===== config.mk =====
export PLATFORM = sky130hd
export DESIGN_NAME = round_sequencer
export DESIGN_NICKNAME = d
export VERILOG_FILES = /design/src/rtl/round_sequencer.sv
export SDC_FILE = /design/constraint.sdc
export NUM_CORES = 1
export LEC_CHECK = 0
export ABC_AREA = 1
export BUFFER_PORTS_ARGS = -buffer_cell sky130_fd_sc_hd__buf_4
export CORE_AREA = 2 2 65 67
export CTS_BUF_LIST = sky130_fd_sc_hd__clkbuf_16
export CTS_CLUSTER_SIZE = 8
export DETAILED_ROUTE_END_ITERATION = 12
export DIE_AREA = 0 0 67 69
export PLACE_DENSITY = 0.7
export SLEW_MARGIN = 25
export SYNTH_ARGS = -nofsm -noshare
export SYNTH_HDL_FRONTEND = slang
export SYNTH_SLANG_ARGS = --single-unit

===== constraint.sdc =====
create_clock -name clk -period 1.9 [get_ports clk]
set_input_delay 0.38 -clock clk [delete_from_list [all_inputs] [get_ports clk]]
set_output_delay 0.38 -clock clk [all_outputs]
set_load 0.005 [all_outputs]

===== src/rtl/round_sequencer.sv =====
`default_nettype none
// ============================================================================
//  Module   : round_sequencer
//  Purpose  : Tug-of-war round controller. Synchronises both pushbuttons,
//             runs wait-for-release / random dark delay / lights-on rounds,
//             arbitrates the first push and freezes once the score shows a win.
//  Revision : 1.0  initial release
// ============================================================================
module round_sequencer #(
  parameter int unsigned DELAY_MIN_CYC   = 16,
  parameter int unsigned LIT_TIMEOUT_CYC = 1024,
  parameter int unsigned HOLD_CYC        = 32
) (
  input  logic       clk,
  input  logic       rst,
  input  logic       pb_l,
  input  logic       pb_r,
  input  logic [7:0] score,
  output logic       leds_on,
  output logic       winrnd,
  output logic       right,
  output logic       tie,
  output logic       game_over
);

  // Counter must hold the longest of the three phase lengths.
  localparam int unsigned DARK_MAX = DELAY_MIN_CYC + 255;
  localparam int unsigned MAX_A    = (DARK_MAX > LIT_TIMEOUT_CYC) ? DARK_MAX : LIT_TIMEOUT_CYC;
  localparam int unsigned CNT_MAX  = (MAX_A > HOLD_CYC) ? MAX_A : HOLD_CYC;
  localparam int unsigned CNT_W    = $clog2(CNT_MAX + 1);

  localparam logic [7:0] WIN_LEFT  = 8'b1110_0000;
  localparam logic [7:0] WIN_RIGHT = 8'b0000_0111;

  localparam logic [2:0] ST_WAIT_REL = 3'd0;
  localparam logic [2:0] ST_DARK     = 3'd1;
  localparam logic [2:0] ST_LIT      = 3'd2;
  localparam logic [2:0] ST_HOLD     = 3'd3;
  localparam logic [2:0] ST_OVER     = 3'd4;

  logic             s1_l_q, s2_l_q, p_l_q, s1_l_d, s2_l_d, p_l_d;
  logic             s1_r_q, s2_r_q, p_r_q, s1_r_d, s2_r_d, p_r_d;
  logic [7:0]       lfsr_q, lfsr_d;
  logic [2:0]       state_q, state_d;
  logic [CNT_W-1:0] cnt_q, cnt_d;
  logic             leds_on_q, leds_on_d;
  logic             winrnd_q, winrnd_d;
  logic             right_q, right_d;
  logic             tie_q, tie_d;
  logic             game_over_q, game_over_d;

  logic             press_l, press_r, any_press, cnt_zero, win_seen;

  // Two-flop synchronisers, a delay flop for edge detection, and the LFSR step.
  always_comb begin
    s1_l_d = pb_l;
    s2_l_d = s1_l_q;
    p_l_d  = s2_l_q;
    s1_r_d = pb_r;
    s2_r_d = s1_r_q;
    p_r_d  = s2_r_q;
    // Fibonacci taps 8,6,5,4: maximal length, so a non-zero seed never hits zero.
    lfsr_d = {lfsr_q[6:0], lfsr_q[7] ^ lfsr_q[5] ^ lfsr_q[4] ^ lfsr_q[3]};
  end

  assign press_l   = s2_l_q & ~p_l_q;
  assign press_r   = s2_r_q & ~p_r_q;
  assign any_press = press_l | press_r;
  assign cnt_zero  = (cnt_q == '0);
  assign win_seen  = (score == WIN_LEFT) || (score == WIN_RIGHT);

  // Round state machine; every output is computed here and registered below.
  always_comb begin
    state_d     = state_q;
    cnt_d       = cnt_q;
    leds_on_d   = leds_on_q;
    winrnd_d    = 1'b0;
    right_d     = right_q;
    tie_d       = tie_q;
    game_over_d = game_over_q;

    case (state_q)
      ST_WAIT_REL: begin
        leds_on_d = 1'b0;
        right_d   = 1'b0;
        tie_d     = 1'b0;
        if (!s2_l_q && !s2_r_q) begin
          state_d = ST_DARK;
          cnt_d   = CNT_W'(DELAY_MIN_CYC) + CNT_W'(lfsr_q);
        end
      end

      ST_DARK, ST_LIT: begin
        // Lights keep their phase value through the winrnd cycle so the
        // scorer sees a stable leds_on alongside the decision.
        leds_on_d = (state_q == ST_LIT);
        if (any_press) begin
          // A press in DARK (even on the last count) is a jump-the-light.
          state_d  = ST_HOLD;
          cnt_d    = CNT_W'(HOLD_CYC);
          winrnd_d = 1'b1;
          right_d  = press_r & ~press_l;
          tie_d    = press_r & press_l;
        end else if (cnt_zero) begin
          if (state_q == ST_DARK) begin
            state_d   = ST_LIT;
            leds_on_d = 1'b1;
            cnt_d     = CNT_W'(LIT_TIMEOUT_CYC);
          end else begin
            state_d   = ST_WAIT_REL;
            leds_on_d = 1'b0;
          end
        end else begin
          cnt_d = cnt_q - CNT_W'(1);
        end
      end

      ST_HOLD: begin
        // Score is only examined at the end of HOLD, well after the scorer
        // has absorbed the winrnd pulse.
        leds_on_d = 1'b0;
        if (cnt_zero) begin
          right_d = 1'b0;
          tie_d   = 1'b0;
          if (win_seen) begin
            state_d     = ST_OVER;
            game_over_d = 1'b1;
          end else begin
            state_d = ST_WAIT_REL;
          end
        end else begin
          cnt_d = cnt_q - CNT_W'(1);
        end
      end

      ST_OVER: begin
        leds_on_d   = 1'b0;
        right_d     = 1'b0;
        tie_d       = 1'b0;
        game_over_d = 1'b1;
      end

      default: begin
        state_d     = ST_WAIT_REL;
        cnt_d       = '0;
        leds_on_d   = 1'b0;
        right_d     = 1'b0;
        tie_d       = 1'b0;
        game_over_d = 1'b0;
      end
    endcase
  end

  // State, counters, synchronisers and output registers with async reset.
  always_ff @(posedge clk or posedge rst) begin
    if (rst) begin
      s1_l_q      <= 1'b0;
      s2_l_q      <= 1'b0;
      p_l_q       <= 1'b0;
      s1_r_q      <= 1'b0;
      s2_r_q      <= 1'b0;
      p_r_q       <= 1'b0;
      lfsr_q      <= 8'h01;
      state_q     <= ST_WAIT_REL;
      cnt_q       <= '0;
      leds_on_q   <= 1'b0;
      winrnd_q    <= 1'b0;
      right_q     <= 1'b0;
      tie_q       <= 1'b0;
      game_over_q <= 1'b0;
    end else begin
      s1_l_q      <= s1_l_d;
      s2_l_q      <= s2_l_d;
      p_l_q       <= p_l_d;
      s1_r_q      <= s1_r_d;
      s2_r_q      <= s2_r_d;
      p_r_q       <= p_r_d;
      lfsr_q      <= lfsr_d;
      state_q     <= state_d;
      cnt_q       <= cnt_d;
      leds_on_q   <= leds_on_d;
      winrnd_q    <= winrnd_d;
      right_q     <= right_d;
      tie_q       <= tie_d;
      game_over_q <= game_over_d;
    end
  end

  assign leds_on   = leds_on_q;
  assign winrnd    = winrnd_q;
  assign right     = right_q;
  assign tie       = tie_q;
  assign game_over = game_over_q;

endmodule
`default_nettype wire


==> metrics.csv, run 1 <==
stage;metric;value;unit
floorplanning;die_w;67;um
synthesis;synth_edf_count;0;
setup_path;worst_setup_path_end_kind;flop;
timing;fin_crit;1.58;ns
routing;first_pass_iters;4;
timing;slew_headroom;0.708;
setup_path;arrival;1.75;ns
placed_design;port_buffers;16;
clock_network;cts_setup_buffers;0;
synthesis;ys_seq_elements;33;
clock_network;cts_resized;0;
clock_network;cts_buffers;5;
synthesis;synthTopCellsByCount;nand2_1, dfrtp_1, nor2_1, inv_1, nand3_1;
min_path;hold_class;primary input to async pin;
clock_network;cts_tree;built;
routing;drc_errors;0;
synthesis;synth_top_area_cell;dfrtp_1;
timing;hold_slack;0.193;ns
synthesis;ys_warn_count;0;
cells_and_area;drive_gt1_frac;0.193;
synthesis;synth_area_per_cell;8.13;um2
cells_and_area;final_nets;258;
clock_network;clock-root-buffer;clkbuf_16;
cells_and_area;post-route-util;0.546;
routing;routed-via-count;1466;
power_and_ir_drop;pwr-share-clk;0.547;
floorplanning;dieHeight;69;um
power_and_ir_drop;combPwrFrac;0.027;
placed_design;dpl.hpwl;2660;um
power_and_ir_drop;p_switching;0.000326;W
floorplanning;rows;23;
grt;overflow;0;
cells_and_area;fillerInstances;382;
power_and_ir_drop;ir_drop;0.496;mV
timing;worst_slew_pin_slew;0.438;ns
clock_network;clock-sinks;33;
placed_design;placed_cells;286;
timing;hold_viol;0;
timing;setup_tns;0;ns
power_and_ir_drop;p_per_area;783;mW/mm2
timing;min_period_over_period;0.834;
grt;grt_usage;0.177;
grt;grt_pass1_wl;6210;um
placed_design;place_congestion;0.845;
floorplanning;start_util;0.457;
floorplanning;core_area;0.00391;mm2
timing;setup_viol;0;
timing;layout_setup_ws;0.316;ns
grt;grt_start_max_net_pins;34;
power_and_ir_drop;p_int;0.00135;W
clock_network;path_clk_slew;0.05;ns
synthesis;synth_ff_type;dfrtp_1;
clock_network;insertion_delay;0.28;ns
power_and_ir_drop;swShare;0.195;
synthesis;netlist_instances;220;
routing;routedWlPerCell;12.1;um
routing;ant_nets;0;
cells_and_area;areaGrowthSynthToFinish;19.6;%
synthesis;synth.distinct_cells;23;
cells_and_area;diodes;0;
clock_network;clockBufferDepth;2;
setup_path;crit_type;flop to flop;
setup_path;worst_ep_required_time;2.07;ns
power_and_ir_drop;p_seq_frac;0.426;
routing;vias_per_cell;4.99;
power_and_ir_drop;p_leak;1.17;nW
synthesis;synth_most_common_cell;nand2_1;
clock_network;ctsHoldBuffers;0;
placed_design;pre_cts_ws;0.328;ns
status;outcome;completed;
timing;slew_violations;0;
grt;antenna_found_initial;0;
synthesis;synthArstFlopShare;1.00;
floorplanning;dieArea;0.00462;mm2
synthesis;ys_top_cells_by_area;dfrtp_1, nand2_1, nor2_1;
setup_path;startpoint_type;flop;
floorplanning;io_pins;17;
synthesis;syn-num-nets;235;
cells_and_area;final_cells;294;
synthesis;synthDominantCellAreaShare;0.448;
synthesis;ys_seq_area_frac;0.463;
routing;drt_iter0_drc;98;
timing;fin_worst_skew;0.00402;ns
routing;wl;3550;um
flow_run;max-cap-violations;0;
timing;fmaxAchievable;0.631;GHz
setup_path;cp_max_fo;13;
clock_network;ctsHtreeMaxLevel;2;
grt;grt_pass1_vias;1357;
timing;rsz0062_at_grt;no;
synthesis;syn_area;0.00179;mm2
## metrics by stage
step                      cell area [um2]  total power (W)
final                                2140          0.00167
after global routing                 2140          0.00173
after CTS                            2140          0.00170
after detailed placement             1970         0.000773
after global placement               1970         0.000772
after floorplan                      1790         0.000746
## critical path, stage by stage (launching register included)
cell and delay (ns):
dfrtp_1 0.38, inv_1 0.13, ha_1 0.16, nand2_1 0.06, inv_1 0.09, nand2_2 0.06, nor2_4 0.14, nand2_4 0.09
nand2_4 0.15, nor2_2 0.08, nand2_1 0.08, nand2_1 0.05
## area by class of cell
cell class / instances / area (um2) / area share
clock inverters: 3 / 46.3 / 0.0217
well taps: 50 / 62.6 / 0.0293
flip-flops and latches: 33 / 827 / 0.387
repair buffers: 17 / 128 / 0.0597
clock buffers: 5 / 125 / 0.0585
inverters: 25 / 96.3 / 0.0451
multi-input cells: 161 / 853 / 0.399
## sequential cells by signal, indices dropped and copies added (netlist names)
register / cells
cnt_q: 11
lfsr_q: 8
state_q: 3
game_over: 1
leds_on: 1
p_l_d: 1
p_l_q: 1
p_r_d: 1
p_r_q: 1
right: 1
s1_l_q: 1
s1_r_q: 1
tie: 1
winrnd: 1
## cells by family (layout without fill, tap and decap cells)
group | Yosys count | in the layout | synth area share
adders and majority gates | 3 | 3 | 0.0210
and+or+nand+nor | 127 | 127 | 0.335
buffers and inverters | 26 | 50 | 0.0602
xor gates and xnor gates | 9 | 9 | 0.0441
DFF | 33 | 33 | 0.463
AOI/OAI and AO/OA | 22 | 22 | 0.0770
## per-layer routing
metal  routed length, um  vias up  GRT usage
li1                    -      752          -
met1                1730      682      0.251
met2                1630       27      0.256
met3                 142        5     0.0489
met4                  53        0     0.0680
met5                   0        -          0
## power by group through the flow
stage | combinational [W] | sequential [W] | clock (W)
after floorplan | 0.0000210 | 0.000725 | 0
after global placement | 0.0000455 | 0.000726 | 0
after detailed placement | 0.0000464 | 0.000726 | 0
after CTS | 0.0000464 | 0.000714 | 0.000938
after global routing | 0.0000530 | 0.000714 | 0.000968
final | 0.0000446 | 0.000714 | 0.000916
## cells in the final DEF, fill, tap and decap left out, types with 2 or more instances in the layout
| master | instances |
|---|---|
| nor2_1 | 27 |
| dfrtp_1 | 32 |
| xor2_1 | 6 |
| o21ai_0 | 11 |
| xnor2_1 | 3 |
| o21ai_2 | 3 |
| clkbuf_16 | 5 |
| inv_1 | 22 |
| ha_1 | 3 |
| nand3_1 | 17 |
| buf_4 | 17 |
| a21oi_1 | 3 |
| nand2_4 | 7 |
| nand2_1 | 60 |
| inv_2 | 2 |
| o21ai_1 | 4 |
| nand4_1 | 9 |
| nor2_2 | 2 |
| nand2_2 | 3 |
## final timing paths
kind	startpoint	endpoint	slack, ns	cells after the start
worst min register to register	s1_r_q	p_r_d	0.35	0
worst max-delay path	cnt_q[0]	cnt_q[1]	0.32	11
worst min-delay path	rst	s1_l_q	0.19	3
min in group clk	pb_r	s1_r_q	0.21	1
max in group asynchronous	rst	lfsr_q[0]	1.38	3
worst max register to register	cnt_q[0]	cnt_q[1]	0.32	11
Power figures use the tool's default switching activity.
==> run 2, diff against run 1 <==
--- a/config.mk
+++ b/config.mk
@@ -12,7 +12,7 @@
 export CTS_CLUSTER_SIZE = 8
 export DETAILED_ROUTE_END_ITERATION = 12
 export DIE_AREA = 0 0 67 69
-export PLACE_DENSITY = 0.7
+export PLACE_DENSITY = 0.73
 export SLEW_MARGIN = 25
 export SYNTH_ARGS = -nofsm -noshare
 export SYNTH_HDL_FRONTEND = slang
==> constraint.sdc (replaced) <==
create_clock -name clk -period 1.3 [get_ports clk]
set_input_delay 0.26 -clock clk [delete_from_list [all_inputs] [get_ports clk]]
set_output_delay 0.26 -clock clk [all_outputs]
set_load 0.005 [all_outputs]
==> run 2 against run 1 <==
Net effect:
- the run now ends with negative setup slack left
- via count is 19% higher
- die area stayed put
- clock power is 46% higher
- cell area is 29% higher
==> metrics.csv, run 2 (synthesis gave the netlist of run 1 again) <==
stage;metric;value;unit
status;outcome;finished with violations;
status;violations;negative setup slack;
cells_and_area;final_nets;310;
floorplanning;dieHeight;69;um
cells_and_area;areaGrowthSynthToFinish;54.0;%
power_and_ir_drop;p_per_area;893;mW/mm2
timing;fin_crit;1.49;ns
grt;grt_start_max_net_pins;22;
setup_path;startpoint_type;flop;
timing;slew_violations;0;
clock_network;clockBufferDepth;2;
min_path;hold_class;primary input to async pin;
grt;grt_pass1_wl;7510;um
timing;hold_viol;0;
power_and_ir_drop;ir_drop;0.975;mV
timing;setup_viol;17;
clock_network;ctsHtreeMaxLevel;2;
floorplanning;rows;23;
clock_network;cts_buffers;5;
routing;drc_errors;0;
grt;antenna_found_initial;0;
routing;ant_nets;0;
cells_and_area;top_regs;cnt_q (11), lfsr_q (8), state_q (3);
timing;min_period_over_period;1.15;
placed_design;dpl.hpwl;3040;um
timing;slew_headroom;0.813;
timing;layout_setup_ws;-0.193;ns
clock_network;clock-sinks;33;
floorplanning;die_w;67;um
timing;fmaxAchievable;0.670;GHz
routing;routed-via-count;1750;
setup_path;arrival;1.70;ns
floorplanning;io_pins;17;
cells_and_area;final_cell_mix;buf_4, nand2_1, dfrtp_1, nor2_1, inv_1;
grt;overflow;0;
routing;vias_per_cell;5.06;
floorplanning;start_util;0.457;
routing;routedWlPerCell;13.7;um
cells_and_area;largest_register_ffs;11;
power_and_ir_drop;p_leak;1.51;nW
cells_and_area;layout_commonest_cell;buf_4;
flow_run;max-cap-violations;0;
setup_path;cp_max_fo;6;
setup_path;rrSetupSlack;-0.19;ns
timing;rsz0062_at_grt;yes;
setup_path;worst_ep_required_time;1.50;ns
floorplanning;core_area;0.00391;mm2
grt;grt_usage;0.212;
routing;drt_iter0_drc;62;
timing;worst_slew_pin_slew;0.278;ns
floorplanning;dieArea;0.00462;mm2
routing;wl;4740;um
timing;fin_worst_skew;0.00468;ns
grt;grt_pass1_vias;1695;
clock_network;path_clk_slew;0.06;ns
cells_and_area;largest_register;cnt_q;
cells_and_area;final_area;0.00275;mm2
placed_design;placed_cells;330;
placed_design;port_buffers;16;
setup_path;worst_setup_path_end_kind;flop;
routing;first_pass_iters;4;
placed_design;postPlaceCellArea;0.00233;mm2
clock_network;clock-root-buffer;clkbuf_16;
cells_and_area;drive_gt1_frac;0.483;
clock_network;insertion_delay;0.28;ns
placed_design;place_congestion;0.821;
cells_and_area;final_cells;346;
cells_and_area;diodes;0;
clock_network;cts_tree;built;
setup_path;crit_type;flop to flop;
cells_and_area;post-route-util;0.704;
[run 2: changes by cell type in the layout (fill, tap and decap cells not counted), moves of 3 or more]
cell,before,now
nor2_4,1,4
buf_4,17,65
nand2_1,60,43
inv_2,2,7
o21ai_2,3,9
nand3_2,1,5
nand3_1,17,13
inv_1,22,15
o21ai_0,11,6
nor2_1,27,19
nor2_2,2,7
nand2_2,3,13
nand2_4,7,13
[run 2: area by class of cell]
class	instances	area, um2
timing repair buffer	69	551
tap	50	62.6
multi-input combinational	161	1040
clock buffer	5	125
sequential	33	828
fill	297	1160
inverter	25	104
clock inverter	3	41.3
[run 2: worst paths after layout]
path	startpoint	endpoint	cells past startpoint
max	cnt_q[0]	cnt_q[9]	11
max reg2reg	cnt_q[0]	cnt_q[9]	11
min	rst	cnt_q[6]	3
max in group asynchronous	rst	state_q[2]	3
min in group clk	pb_l	s1_l_q	1
min reg2reg	s1_l_q	p_l_d	0
[run 2: report_power, final]
part | total [W] | internal [W] | switching, W
Clock | 0.00134 | 0.000896 | 0.000440
Combinational | 0.0000795 | 0.0000362 | 0.0000434
Sequential | 0.00104 | 0.00104 | 0.00000604
[run 2: repair_timing]
| action | 4_1_cts | 5_1_grt |
|---|---|---|
| setup buffers | 5 | 4 |
| pin swaps | 4 | 11 |
| hold endpoints to repair | 0 | 0 |
| gates resized for setup | 16 | 45 |
| setup endpoints to repair | 18 | 19 |
| hold buffers | 0 | 0 |
[run 2: stage by stage]
stage	setup WS, ns	power (W)	setup TNS, ns	hold slack, ns
5_1_grt	-0.284	0.00254	-3.95	0.0371
2_1_floorplan	-0.0416	0.00109	-0.365	0.291
3_5_place_dp	-0.159	0.00114	-2.29	0.306
4_1_cts	-0.159	0.00247	-2.26	0.0113
6_report	-0.193	0.00246	-2.22	0.00475
3_3_place_gp	-0.139	0.00114	-1.69	0.288
[run 2: critical path, cell delays in order (launching register included)]
cell	delay (ns)
dfrtp_1	0.38
inv_2	0.10
ha_4	0.14
nand2_4	0.05
inv_4	0.06
nand2_4	0.04
nor2_4	0.15
nand2_4	0.12
nand2_8	0.11
buf_12	0.13
nand2_2	0.05
o21ai_1	0.07
[run 2: metal layers]
metal | up-vias | track usage | wire (um)
met5 | - | 0 | 0
li1 | 853 | - | -
met1 | 850 | 0.274 | 1990
met3 | 9 | 0.0440 | 168
met4 | 0 | 0.0680 | 85
met2 | 38 | 0.349 | 2500
==> run 3, diff against run 2 <==
--- a/config.mk
+++ b/config.mk
@@ -7,12 +7,12 @@
 export LEC_CHECK = 0
 export ABC_AREA = 1
 export BUFFER_PORTS_ARGS = -buffer_cell sky130_fd_sc_hd__buf_4
-export CORE_AREA = 2 2 65 67
+export CORE_AREA = 2 2 62 64
 export CTS_BUF_LIST = sky130_fd_sc_hd__clkbuf_16
 export CTS_CLUSTER_SIZE = 8
 export DETAILED_ROUTE_END_ITERATION = 12
-export DIE_AREA = 0 0 67 69
-export PLACE_DENSITY = 0.73
+export DIE_AREA = 0 0 64 66
+export PLACE_DENSITY = 0.78
 export SLEW_MARGIN = 25
 export SYNTH_ARGS = -nofsm -noshare
 export SYNTH_HDL_FRONTEND = slang
==> run 3 against run 2 <==
Net effect:
- the run still ends with negative setup slack left
- core utilization increased by 7.4 points
- worst setup slack worse by 0.050 ns
- clock-buffer cell count did not move
- sequential cell count unchanged
- total power up 1.2%
- cell count grew 1.2%
- sequential share of layout area hardly changed
- largest cell class unchanged
==> metrics.csv, run 3 (synthesis gave the netlist of run 1 again) <==
stage;metric;value;unit
routing;ant_nets;0;
timing;layout_setup_ws;-0.244;ns
timing;hold_viol;0;
floorplanning;start_util;0.504;
clock_network;clock-sinks;33;
cells_and_area;post-route-util;0.778;
cells_and_area;diodes;0;
setup_path;cp_cell_sequence;inv_2 > ha_4 > nand2_4 > inv_2 > nand2_2 > nor2_4 > nand2_4 > nand2_8 > buf_6 > nand2_1 > nand2_1;
flow_run;max-cap-violations;0;
cells_and_area;final_nets;316;
clock_network;cts_tree;built;
floorplanning;core_area;0.00355;mm2
cells_and_area;layout_commonest_cell;buf_4;
grt;overflow;0;
min_path;hold_class;primary input to flop;
cells_and_area;drive_gt1_frac;0.467;
setup_path;cp.buffers_inverters;3;
timing;slew_violations;0;
grt;antenna_found_initial;0;
floorplanning;dieArea;0.00422;mm2
clock_network;clockBufferDepth;2;
setup_path;worst_setup_path_end_kind;flop;
routing;wl;5140;um
cells_and_area;largest_register_ffs;11;
grt;grt_use_met2;0.444;
timing;setup_tns;-3.38;ns
clock_network;clock-root-buffer;clkbuf_16;
routing;routedWlPerCell;14.7;um
grt;grt_start_max_net_pins;23;
power_and_ir_drop;swShare;0.205;
setup_path;arrival;1.76;ns
cells_and_area;fillerInstances;202;
cells_and_area;final_cell_mix;buf_4, nand2_1, dfrtp_1, nor2_1, inv_1;
setup_path;crit_type;flop to flop;
floorplanning;io_pins;17;
timing;rsz0062_at_grt;yes;
timing;setup_viol;18;
grt;gr-usage-met3;0.0630;
routing;routed-via-count;1770;
placed_design;dpl.hpwl;3150;um
clock_network;path_clk_slew;0.05;ns
timing;worst_slew_pin_slew;0.391;ns
grt;busiest_layer;met2;
floorplanning;die_w;64;um
placed_design;postPlaceCellArea;0.00237;mm2
cells_and_area;largest_register;cnt_q;
routing;first_pass_iters;4;
grt;grt_usage;0.266;
power_and_ir_drop;p_int;0.00198;W
timing;fin_crit;1.54;ns
grt;grt_util_met1;0.330;
placed_design;place_congestion;0.844;
cells_and_area;final_area;0.00276;mm2
status;outcome;finished with violations;
timing;min_period_over_period;1.19;
routing;vias_per_cell;5.06;
clock_network;cts_buffers;5;
power_and_ir_drop;ir_drop;1.08;mV
power_and_ir_drop;pwr-share-clk;0.549;
min_path;min_path_cells;1;
routing;drt_iter0_drc;163;
power_and_ir_drop;p_per_area;902;mW/mm2
power_and_ir_drop;p_leak;1.53;nW
timing;fmaxAchievable;0.648;GHz
power_and_ir_drop;p_seq_frac;0.419;
placed_design;port_buffers;16;
timing;slew_headroom;0.737;
floorplanning;dieHeight;66;um
setup_path;startpoint_type;flop;
cells_and_area;areaGrowthSynthToFinish;54.4;%
setup_path;worst_ep_required_time;1.51;ns
setup_path;r2r_cells;11;
setup_path;cpLargestDelayFamily;simple AND/OR/NAND/NOR gates;
timing;fin_worst_skew;0.00641;ns
routing;drc_errors;0;
clock_network;ctsHtreeMaxLevel;2;
power_and_ir_drop;p_switching;0.000510;W
power_and_ir_drop;combPwrFrac;0.032;
grt;grt_pass1_wl;8400;um
setup_path;critical_path_depth;11;
grt;grt_pass1_vias;1800;
setup_path;cp_max_fo;6;
setup_path;slowest_stage;dfrtp_1;
clock_network;insertion_delay;0.28;ns
floorplanning;rows;22;
status;violations;negative setup slack;
cells_and_area;top_regs;cnt_q (11), lfsr_q (8), state_q (3);
setup_path;max_stage_delay;0.40;ns
## run 3: cell count changes in the layout (fill, tap and decap cells not counted), sizes merged
cell         previous run  this run
dlygate4sd3             0         1
buf                    69        74
## run 3: worst paths after layout
| path | endpoint | slack [ns] | from |
|---|---|---|---|
| min in group asynchronous | lfsr_q[3] | 0.55 | rst |
| worst max-delay path | cnt_q[6] | -0.24 | cnt_q[0] |
| worst min register to register | p_l_d | 0.35 | s1_l_q |
| max in group asynchronous | state_q[2] | 0.45 | rst |
| worst min-delay path | s1_r_q | 0.08 | pb_r |
| worst max register to register | cnt_q[6] | -0.24 | cnt_q[0] |
## run 3: per-stage QoR
step / hold WS [ns] / setup WS [ns] / instances / total power (W)
after floorplan: 0.291 / -0.0416 / 220 / 0.00109
after global placement: 0.283 / -0.131 / 334 / 0.00114
after detailed placement: 0.280 / -0.181 / 334 / 0.00114
after CTS: 0.0824 / -0.139 / 348 / 0.00249
after global routing: 0.0786 / -0.308 / 350 / 0.00257
final: 0.0835 / -0.244 / 350 / 0.00249
## run 3: worst reg2reg max path, stage by stage, from the launching register on
cell and delay [ns]:
dfrtp_1 0.40, inv_2 0.10, ha_4 0.14, nand2_4 0.05, inv_2 0.06, nand2_2 0.06
nor2_4 0.17, nand2_4 0.12, nand2_8 0.13, buf_6 0.13, nand2_1 0.05, nand2_1 0.07
## run 3: power groups by stage
stage	logic [W]	registers, W	clock network [W]
after floorplan	0.0000306	0.00106	0
after global placement	0.0000739	0.00106	0
after detailed placement	0.0000765	0.00106	0
after CTS	0.0000797	0.00104	0.00137
after global routing	0.0000921	0.00104	0.00143
final	0.0000793	0.00104	0.00137
## run 3: timing repair
| action | 4_1_cts | 5_1_grt |
|---|---|---|
| resized for setup | 33 | 16 |
| setup endpoints to repair | 18 | 18 |
| pin swaps | 13 | 10 |
| setup buffers | 5 | 2 |
| endpoints found under the hold margin | 10 | 0 |
| hold buffers | 1 | 0 |
## run 3: layer usage
layer  up-vias  part of all wire
met2        54              0.51
li1        873                 -
met1       830              0.41
met3        13             0.049
met4         0             0.024
met5         -                 0
## run 3: layout make-up
class	instances	area (um2)	share of cell area
clock buffers	5	125	0.0453
clock inverters	3	46.3	0.0168
inverters	25	101	0.0367
multi-input cells	161	1010	0.366
flip-flops and latches	33	830	0.300
well taps	48	60.1	0.0217
repair buffers	75	589	0.213
